$ cat src/rtl/status_scan_ctrl_if.sv
// Operand/flag bundle between the operand source (master) and status_scan_ctrl (slave).
interface status_scan_ctrl_if #(
  parameter int WIDTH = 8
);
  localparam int CW = $clog2(WIDTH + 1);

  logic             start;
  logic [WIDTH-1:0] data_in;
  logic             busy;
  logic             bit_out;
  logic             go;
  logic             done;
  logic             zero;
  logic             sign;
  logic             parity;
  logic [CW-1:0]    ones;
  logic             all_ones;

  modport master (
    output start, data_in,
    input  busy, bit_out, go, done, zero, sign, parity, ones, all_ones
  );

  modport slave (
    input  start, data_in,
    output busy, bit_out, go, done, zero, sign, parity, ones, all_ones
  );
endinterface

$ cat src/rtl/status_scan_ctrl.sv
// Streams an operand LSB-first with a per-bit go strobe and accumulates
// zero/sign/parity/ones/all_ones flags, reported with a one-cycle done pulse.
module status_scan_ctrl #(
  parameter int WIDTH = 8
) (
  input  logic              clk,
  input  logic              rst,
  status_scan_ctrl_if.slave bus
);
  localparam int CW = $clog2(WIDTH + 1);
  localparam logic [CW-1:0] LAST_IDX = CW'(WIDTH - 1);
  localparam logic [CW-1:0] FULL_CNT = CW'(WIDTH);

  typedef enum logic [1:0] {
    ST_IDLE = 2'b00,
    ST_SCAN = 2'b01,
    ST_DONE = 2'b10
  } state_t;

  function automatic logic par_step(input logic acc, input logic b);
    return acc ^ b;
  endfunction

  state_t           state_r, state_nxt_s;
  logic [WIDTH-1:0] shreg_r, shreg_nxt_s;
  logic [CW-1:0]    idx_r, idx_nxt_s;
  logic [CW-1:0]    ones_r, ones_nxt_s;
  logic             parity_r, parity_nxt_s;
  logic             zero_r, zero_nxt_s;
  logic             sign_r, sign_nxt_s;
  logic             all_ones_r, all_ones_nxt_s;
  logic             go_r, bit_out_r, done_r;
  logic             scan_bit_s;
  logic             busy_s;

  // Next-state and datapath update; flags are finalised on the SCAN->DONE edge.
  always_comb begin
    state_nxt_s    = state_r;
    shreg_nxt_s    = shreg_r;
    idx_nxt_s      = idx_r;
    ones_nxt_s     = ones_r;
    parity_nxt_s   = parity_r;
    zero_nxt_s     = zero_r;
    sign_nxt_s     = sign_r;
    all_ones_nxt_s = all_ones_r;
    scan_bit_s     = shreg_r[0];

    case (state_r)
      ST_IDLE: begin
        if (bus.start) begin
          state_nxt_s    = ST_SCAN;
          shreg_nxt_s    = bus.data_in;
          idx_nxt_s      = {CW{1'b0}};
          ones_nxt_s     = {CW{1'b0}};
          parity_nxt_s   = 1'b0;
          zero_nxt_s     = 1'b0;
          sign_nxt_s     = 1'b0;
          all_ones_nxt_s = 1'b0;
        end else begin
          state_nxt_s = ST_IDLE;
        end
      end
      ST_SCAN: begin
        shreg_nxt_s  = {1'b0, shreg_r[WIDTH-1:1]};
        ones_nxt_s   = ones_r + {{(CW-1){1'b0}}, scan_bit_s};
        parity_nxt_s = par_step(parity_r, scan_bit_s);
        idx_nxt_s    = idx_r + {{(CW-1){1'b0}}, 1'b1};
        if (idx_r == LAST_IDX) begin
          state_nxt_s    = ST_DONE;
          zero_nxt_s     = (ones_nxt_s == {CW{1'b0}});
          all_ones_nxt_s = (ones_nxt_s == FULL_CNT);
          sign_nxt_s     = scan_bit_s;
        end else begin
          state_nxt_s = ST_SCAN;
        end
      end
      ST_DONE: begin
        state_nxt_s = ST_IDLE;
      end
      default: begin
        state_nxt_s = ST_IDLE;
      end
    endcase
  end

  // State, datapath and output registers; go/bit_out/done are decoded from the next state.
  always_ff @(posedge clk) begin
    if (rst) begin
      state_r    <= ST_IDLE;
      shreg_r    <= {WIDTH{1'b0}};
      idx_r      <= {CW{1'b0}};
      ones_r     <= {CW{1'b0}};
      parity_r   <= 1'b0;
      zero_r     <= 1'b0;
      sign_r     <= 1'b0;
      all_ones_r <= 1'b0;
      go_r       <= 1'b0;
      bit_out_r  <= 1'b0;
      done_r     <= 1'b0;
    end else begin
      state_r    <= state_nxt_s;
      shreg_r    <= shreg_nxt_s;
      idx_r      <= idx_nxt_s;
      ones_r     <= ones_nxt_s;
      parity_r   <= parity_nxt_s;
      zero_r     <= zero_nxt_s;
      sign_r     <= sign_nxt_s;
      all_ones_r <= all_ones_nxt_s;
      go_r       <= (state_nxt_s == ST_SCAN);
      bit_out_r  <= (state_nxt_s == ST_SCAN) ? shreg_nxt_s[0] : 1'b0;
      done_r     <= (state_nxt_s == ST_DONE);
    end
  end

  assign busy_s       = (state_r == ST_SCAN) || (state_r == ST_DONE);
  assign bus.busy     = busy_s;
  assign bus.go       = go_r;
  assign bus.bit_out  = bit_out_r;
  assign bus.done     = done_r;
  assign bus.zero     = zero_r;
  assign bus.sign     = sign_r;
  assign bus.parity   = parity_r;
  assign bus.ones     = ones_r;
  assign bus.all_ones = all_ones_r;

  status_scan_ctrl_chk #(.WIDTH(WIDTH)) u_chk (
    .clk     (clk),
    .rst     (rst),
    .busy    (busy_s),
    .go      (go_r),
    .done    (done_r),
    .bit_out (bit_out_r),
    .ones    (ones_r)
  );
endmodule

// Protocol invariants of the scan sequencer outputs.
module status_scan_ctrl_chk #(
  parameter int WIDTH = 8
) (
  input logic                         clk,
  input logic                         rst,
  input logic                         busy,
  input logic                         go,
  input logic                         done,
  input logic                         bit_out,
  input logic [$clog2(WIDTH+1)-1:0]   ones
);
  localparam int CW = $clog2(WIDTH + 1);

  a_go_busy:   assert property (@(posedge clk) disable iff (rst) go |-> busy);
  a_done_busy: assert property (@(posedge clk) disable iff (rst) done |-> (busy && !go));
  a_done_once: assert property (@(posedge clk) disable iff (rst) done |=> !done);
  a_bit_quiet: assert property (@(posedge clk) disable iff (rst) !go |-> !bit_out);
  a_ones_max:  assert property (@(posedge clk) disable iff (rst) ones <= CW'(WIDTH));
endmodule
$ cat src/flat_wrapper.sv
// flat-port wrapper written by rule: the top's interface ports become plain ports
module status_scan_ctrl_flat 
#(
  parameter int WIDTH = 8
)
  (clk, rst, bus_start, bus_data_in, bus_busy, bus_bit_out, bus_go, bus_done, bus_zero, bus_sign, bus_parity, bus_ones, bus_all_ones);
  status_scan_ctrl_if #(.WIDTH(WIDTH)) bus_i ();
  input  logic clk;
  input  logic rst;
  input wire logic [$bits(bus_i.start)-1:0] bus_start;
  input wire logic [$bits(bus_i.data_in)-1:0] bus_data_in;
  output wire logic [$bits(bus_i.busy)-1:0] bus_busy;
  output wire logic [$bits(bus_i.bit_out)-1:0] bus_bit_out;
  output wire logic [$bits(bus_i.go)-1:0] bus_go;
  output wire logic [$bits(bus_i.done)-1:0] bus_done;
  output wire logic [$bits(bus_i.zero)-1:0] bus_zero;
  output wire logic [$bits(bus_i.sign)-1:0] bus_sign;
  output wire logic [$bits(bus_i.parity)-1:0] bus_parity;
  output wire logic [$bits(bus_i.ones)-1:0] bus_ones;
  output wire logic [$bits(bus_i.all_ones)-1:0] bus_all_ones;
  assign bus_i.start = bus_start;
  assign bus_i.data_in = bus_data_in;
  assign bus_busy = bus_i.busy;
  assign bus_bit_out = bus_i.bit_out;
  assign bus_go = bus_i.go;
  assign bus_done = bus_i.done;
  assign bus_zero = bus_i.zero;
  assign bus_sign = bus_i.sign;
  assign bus_parity = bus_i.parity;
  assign bus_ones = bus_i.ones;
  assign bus_all_ones = bus_i.all_ones;
  status_scan_ctrl #(.WIDTH(WIDTH)) u_core (.clk(clk), .rst(rst), .bus(bus_i));
endmodule
$ cat config.mk
export PLATFORM = sky130hd
export DESIGN_NAME = status_scan_ctrl_flat
export DESIGN_NICKNAME = d
export VERILOG_FILES = /design/src/rtl/status_scan_ctrl_if.sv /design/src/rtl/status_scan_ctrl.sv /design/src/flat_wrapper.sv
export SDC_FILE = /design/constraint.sdc
export NUM_CORES = 1
export LEC_CHECK = 0
export BUFFER_PORTS_ARGS = -buffer_cell sky130_fd_sc_hd__buf_2
export CORE_ASPECT_RATIO = 1.25
export CORE_MARGIN = 2
export CORE_UTILIZATION = 39
export CTS_CLUSTER_SIZE = 12
export DETAILED_ROUTE_END_ITERATION = 16
export PLACE_DENSITY_LB_ADDON = 0.15
export RECOVER_POWER = 50
export SLEW_MARGIN = 20
export SYNTH_ARGS = -nofsm -noshare
export SYNTH_HDL_FRONTEND = slang
export SYNTH_HIERARCHICAL = 1
export SYNTH_SLANG_ARGS = --single-unit
$ cat constraint.sdc
create_clock -name clk -period 2 [get_ports clk]
set_input_delay 0.4 -clock clk [delete_from_list [all_inputs] [get_ports clk]]
set_output_delay 0.4 -clock clk [all_outputs]
set_load 0.05 [all_outputs]
==> results of run 1 <==
## worst paths after layout
path / cells after the start / slack (ns) / end
worst max-delay path: 6 / 0.24 / u_core/bus.bit_out$_SDFF_PP0_
worst min-delay path: 3 / 0.31 / u_core/shreg_r[6]$_SDFFE_PP0P_
worst max register to register: 6 / 0.24 / u_core/bus.bit_out$_SDFF_PP0_
worst min register to register: 2 / 0.46 / u_core/shreg_r[4]$_SDFFE_PP0P_
## cell usage after synthesis (3+ instances only)
cell,number
o21ai_0,5
dfxtp_1,25
ha_1,5
clkbuf_1,3
nor2_1,10
a21oi_1,15
nand3_1,6
nor3b_1,3
nand3b_1,4
nor2b_1,6
a22oi_1,8
nand2_1,14
## where the power goes
| group | internal [W] | switching, W |
|---|---|---|
| Clock | 0.0000748 | 0.000144 |
| Sequential | 0.000517 | 0.0000112 |
| Combinational | 0.0000498 | 0.0000925 |
| Total | 0.000642 | 0.000248 |
## registers in the layout, summed over array words and instances (netlist names)
signal,cells
u_core/bus.zero,1
u_core/bus.all_ones,1
u_core/idx_r,4
u_core/bus.parity,1
u_core/bus.sign,1
u_core/bus.bit_out,1
u_core/state_r,2
u_core/bus.ones,4
u_core/bus.go,1
u_core/shreg_r,8
u_core/bus.done,1
## per-layer routing
| layer | GRT usage (%) | share of wire [%] |
|---|---|---|
| met5 | 0 | 0 |
| met4 | 6.91 | 1.5 |
| met3 | 2.57 | 3.6 |
| met2 | 23.1 | 47 |
| met1 | 21.3 | 48 |
## metrics by stage
| step | cells | setup WS (ns) | area (um2) |
|---|---|---|---|
| detailed placement | 177 | 0.357 | 1260 |
| global placement | 177 | 0.369 | 1260 |
| CTS | 181 | 0.316 | 1280 |
| finish | 181 | 0.236 | 1260 |
| floorplan | 125 | 0.202 | 1120 |
| global route | 181 | 0.117 | 1260 |
## logic make-up (layout without fill, tap and decap cells)
group	after synthesis	after routing	share of synthesized area [%]
AO/OA/AOI/OAI	33	33	18.3
XOR/XNOR	2	2	1.56
adder cells (fa/ha/maj)	5	5	5.57
buffers and inverters	9	31	4.24
flip-flops	25	25	44.6
multiplexers	3	3	3.90
AND/OR/NAND/NOR	48	48	21.9
## worst max-delay path, cell delays in order (launching register included)
cell and delay [ns]:
dfxtp_1 0.32, inv_1 0.07, ha_1 0.29, and2_0 0.53
nor2_1 0.08, a211oi_1 0.26, nor2b_1 0.15
## placed cells by master (no fill, tap or decap)
master / synthesis / routed
a21oi_1: 15 / 15
clkbuf_4: 0 / 3
and2_0: 0 / 1
nor2b_1: 6 / 6
clkinv_2: 0 / 1
clkbuf_1: 3 / 12
buf_2: 1 / 11
buf_4: 1 / 2
dfxtp_1: 25 / 25
mux2i_1: 1 / 1
mux2_2: 1 / 1
inv_1: 2 / 2
nor2b_2: 1 / 1
ha_1: 5 / 5
nand3_1: 6 / 6
nor4b_1: 1 / 1
nor3b_1: 3 / 3
a211oi_1: 0 / 1
a32oi_1: 1 / 1
nand2_1: 14 / 14
a22oi_1: 8 / 8
a22o_1: 1 / 1
o21ai_0: 5 / 5
and2_1: 2 / 1
nand3b_1: 4 / 4
xnor2_1: 2 / 2
o31ai_1: 1 / 1
nor2_1: 10 / 10
mux2i_4: 1 / 1
a21o_1: 1 / 1
nor3_1: 1 / 1
## area by class of cell
type	instances	area (um2)	area share [%]
well taps	34	42.5	3.37
repair buffers	25	115	9.12
flip-flops and latches	25	500	39.6
multi-input cells	91	569	45.1
inverters	2	7.51	0.595
clock inverters	1	5.00	0.396
clock buffers	3	22.5	1.78
==> results.yml, run 1 <==
drt:
  dr.pass1.iters: 4
  avgRoutedWirePerCell_um: 12.4
  via_per_inst: 5.17
  dr.first_iter.drc_count: 28
  vias: 936
  antenna_left: 0
  drc: 0
  routed_wl_mm: 2.24
clock_network:
  numCtsBuffers: 3
  clk_latency_ns: 0.31
  cts_hold_buf: 0
  clockRootBuffer: "clkbuf_4"
  cts_tree: "yes"
  clock-sinks: 25
  cts.clk_slew.worst_paths_ns: 0.13
  post_cts_resize_count: 0
  clock_path_buffers: 2
  cts_setup_buffers: 0
  htreeDepth: 1
timing:
  skew_ns: 0.00256
  rsz0062_at_grt: "no"
  min_period_ns: 1.76
  maxSlewViolCount: 0
  setup_viol: 0
  hold_violations: 0
  relSlewSlack_pct: 60.1
  worst_slew_pin_slew_ns: 0.601
  fin_tns_setup_ns: 0
  hold_ws_ns: 0.310
  period_share_pct: 88.2
  fmax_ghz: 0.567
placement:
  io_buffer_count: 22
  dpl.hpwl_mm: 1.63
  finalWeightedCongestion: 0.747
cells_and_area:
  fill_cells: 274
  drive_above_1_share_pct: 13.6
  diodes: 0
  nets: 164
  area_growth_pct: 12.5
  utilization_pct: 46.6
power_and_ir_drop:
  p_total_w: 0.000890
  ir_drop_mv: 0.418
  powerDensity_nw_per_um2: 705
  p_leak_nw: 0.465
floorplan:
  die_area_um2: 3330
  die_w_um: 52.0
  start_util_pct: 41.5
  coreArea_um2: 2710
  ios: 23
  die_y_um: 64.0
  num_rows: 21
synthesis:
  synth_edf_count: 0
  syn_area_um2: 1120
  ys_types: 30
  synth.largest_area_cell: "dfxtp_1"
  syn_avg_cell_area_um2: 8.98
  ys.flop_type: "dfxtp_1"
  ys_seq_area_share_pct: 44.6
  async_reset_ff_share_pct: 0
  synth_top_area_share_pct: 44.6
  synth_nets: 141
  yosysWarnings: 6
  ys_ff_latch: 25
  synth.top_cells.by_area: "dfxtp_1 (45%), a21oi_1 (6.7%), ha_1 (5.6%)"
  synth_cells: 125
grt:
  grt_max_degree: 24
  grt_pass1_vias: 862
  overflow: 0
  antenna_found_initial: 0
  grt_first_pass_wirelength_mm: 3.93
  grtUsageTotal_pct: 15.4
hold_path:
  worstHoldStart: "bus_data_in[6]"
  hold_path_class: "in2reg"
outcome:
  status: "complete, no violations"
setup_path:
  required_ns: 2.26
  worst-path-max-fanout: 10
  crit_path_start_kind: "flop"
  cp-end-kind: "flop"
  worstSetupStartpoint: "u_core/state_r[1]$_SDFF_PP0_"
  rr_startpoint: "u_core/state_r[1]$_SDFF_PP0_"
  cp.arrival_ns: 2.03
  crit_type: "reg2reg"
flow_run:
  maxCapViolations: 0
Power figures use the tool's default switching activity.
==> run 2, diff against run 1 <==
--- a/config.mk
+++ b/config.mk
@@ -6,7 +6,7 @@
 export NUM_CORES = 1
 export LEC_CHECK = 0
 export BUFFER_PORTS_ARGS = -buffer_cell sky130_fd_sc_hd__buf_2
-export CORE_ASPECT_RATIO = 1.25
+export CORE_ASPECT_RATIO = 0.8
 export CORE_MARGIN = 2
 export CORE_UTILIZATION = 39
 export CTS_CLUSTER_SIZE = 12
@@ -18,3 +18,4 @@
 export SYNTH_HDL_FRONTEND = slang
 export SYNTH_HIERARCHICAL = 1
 export SYNTH_SLANG_ARGS = --single-unit
+export TNS_END_PERCENT = 10
==> results.yml, run 2 (synthesis results as in run 1) <==
grt:
  grt_max_degree: 25
  antenna_found_initial: 0
  grt_first_pass_wirelength_mm: 4.06
  grt_pass1_vias: 868
  grtUsageTotal_pct: 16.1
  overflow: 0
setup_path:
  slowest_stage: "and2_0"
  required_ns: 2.27
  cp.arrival_ns: 2.08
  crit_buf_inv: 1
  max_stage_delay_ns: 0.54
  crit_type: "reg2reg"
  cp_top_family: "simple AND/OR/NAND/NOR gates"
  r2r_slack_ns: 0.19
  crit_path_start_kind: "flop"
  worst-path-max-fanout: 10
  cp-end-kind: "flop"
  cp_cell_sequence: "inv_1 > ha_1 > and2_0 > nor2_1 > a211oi_2 > nor2b_1"
clock_network:
  clock-sinks: 25
  cts_tree: "yes"
  cts.clk_slew.worst_paths_ns: 0.14
  cts_setup_buffers: 0
  clock_path_buffers: 2
  clk_latency_ns: 0.32
  htreeDepth: 1
  post_cts_resize_count: 0
  cts_hold_buf: 0
  clockRootBuffer: "clkbuf_4"
  numCtsBuffers: 3
power_and_ir_drop:
  p_int_w: 0.000643
  p_total_w: 0.000902
  switchingPower_w: 0.000259
  clock_power_share_pct: 25.2
  powerDensity_nw_per_um2: 711
  p_leak_nw: 0.465
  ir_drop_mv: 0.364
  switching_share_pct: 28.7
  seqPwrFrac_pct: 58.7
  comb_power_share_pct: 16.1
floorplan:
  start_util_pct: 40.9
  num_rows: 17
  die_area_um2: 3330
  die_y_um: 52.0
  coreArea_um2: 2740
  ios: 23
  die_w_um: 64.0
drt:
  routed_wl_mm: 2.43
  dr.pass1.iters: 4
  dr.first_iter.drc_count: 45
  avgRoutedWirePerCell_um: 13.2
  antenna_left: 0
  vias: 940
  drc: 0
  via_per_inst: 5.11
cells_and_area:
  drive_above_1_share_pct: 14.4
  diodes: 0
  multi_input_area_um2: 574
  largest_register: "u_core/shreg_r"
  layout_common_cells: "dfxtp_1 (25), a21oi_1 (15), nand2_1 (14)"
  seqCellArea_um2: 500
  area_growth_pct: 13.0
  largest_reg_flops: 8
  fill_cells: 296
  nets: 163
  final_area_um2: 1270
  final_common_cell: "dfxtp_1"
  reg.largest.list: "u_core/shreg_r: 8 flops, u_core/bus.ones: 4 flops, u_core/idx_r: 4 flops"
timing:
  worst_slew_pin_slew_ns: 0.609
  period_share_pct: 90.7
  hold_violations: 0
  skew_ns: 0.00134
  setup_viol: 0
  maxSlewViolCount: 0
  fmax_ghz: 0.551
  worst_slack_ns: 0.185
  rsz0062_at_grt: "no"
  fin_tns_setup_ns: 0
  relSlewSlack_pct: 59.6
  min_period_ns: 1.81
flow_run:
  maxCapViolations: 0
placement:
  place_area_um2: 1250
  dpl_worst_slack_ns: 0.238
  io_buffer_count: 22
  finalWeightedCongestion: 0.724
  dpl.hpwl_mm: 1.73
hold_path:
  hold_path_class: "in2reg"
outcome:
  status: "complete, no violations"
[run 2: cell types whose count changed in the layout (fill, tap and decap cells not counted), sizes merged]
cell and change:
clkbuf -1
[run 2: final cells by class]
type	count	share of cell area [%]
clock buffers	3	1.78
clock inverters	1	0.394
inverters	2	0.592
multi-input cells	91	45.3
flip-flops and latches	25	39.4
well taps	38	3.75
repair buffers	24	8.78
[run 2: worst register-to-register path: stages, from the launching register on]
cell and delay [ns]:
dfxtp_1 0.33, inv_1 0.07, ha_1 0.30, and2_0 0.54
nor2_1 0.12, a211oi_2 0.26, nor2b_1 0.15
[run 2: power by group through the flow]
stage / Clock, W / Combinational (W) / Sequential [W]
2_1_floorplan: 0 / 0.0000944 / 0.000554
4_1_cts: 0.000238 / 0.000147 / 0.000528
6_report: 0.000227 / 0.000145 / 0.000529
5_1_grt: 0.000260 / 0.000159 / 0.000531
3_3_place_gp: 0 / 0.000144 / 0.000538
3_5_place_dp: 0 / 0.000147 / 0.000539
[run 2: layer usage]
layer	share of wire (%)	wire length (um)	vias up	GRT usage [%]
met5	0	0	-	0
met3	3.4	82	2	4.76
met4	0.70	17	0	6.16
met2	46	1120	14	24.3
li1	-	-	481	-
met1	50	1210	443	21.6
[run 2: worst paths after layout]
kind | start | to | depth (start not counted)
max | u_core/state_r[1]$_SDFF_PP0_ | u_core/bus.bit_out$_SDFF_PP0_ | 6
min | bus_data_in[7] | u_core/shreg_r[7]$_SDFFE_PP0P_ | 3
max reg2reg | u_core/state_r[1]$_SDFF_PP0_ | u_core/bus.bit_out$_SDFF_PP0_ | 6
min reg2reg | u_core/shreg_r[5]$_SDFFE_PP0P_ | u_core/shreg_r[5]$_SDFFE_PP0P_ | 2
[run 2: per-stage QoR]
stage | util, % | hold slack (ns) | instances
2_1_floorplan | - | 0.432 | 125
3_3_place_gp | 45.7 | 0.437 | 180
3_5_place_dp | 45.7 | 0.446 | 180
4_1_cts | 46.7 | 0.304 | 184
5_1_grt | 46.2 | 0.314 | 184
6_report | 46.2 | 0.318 | 184
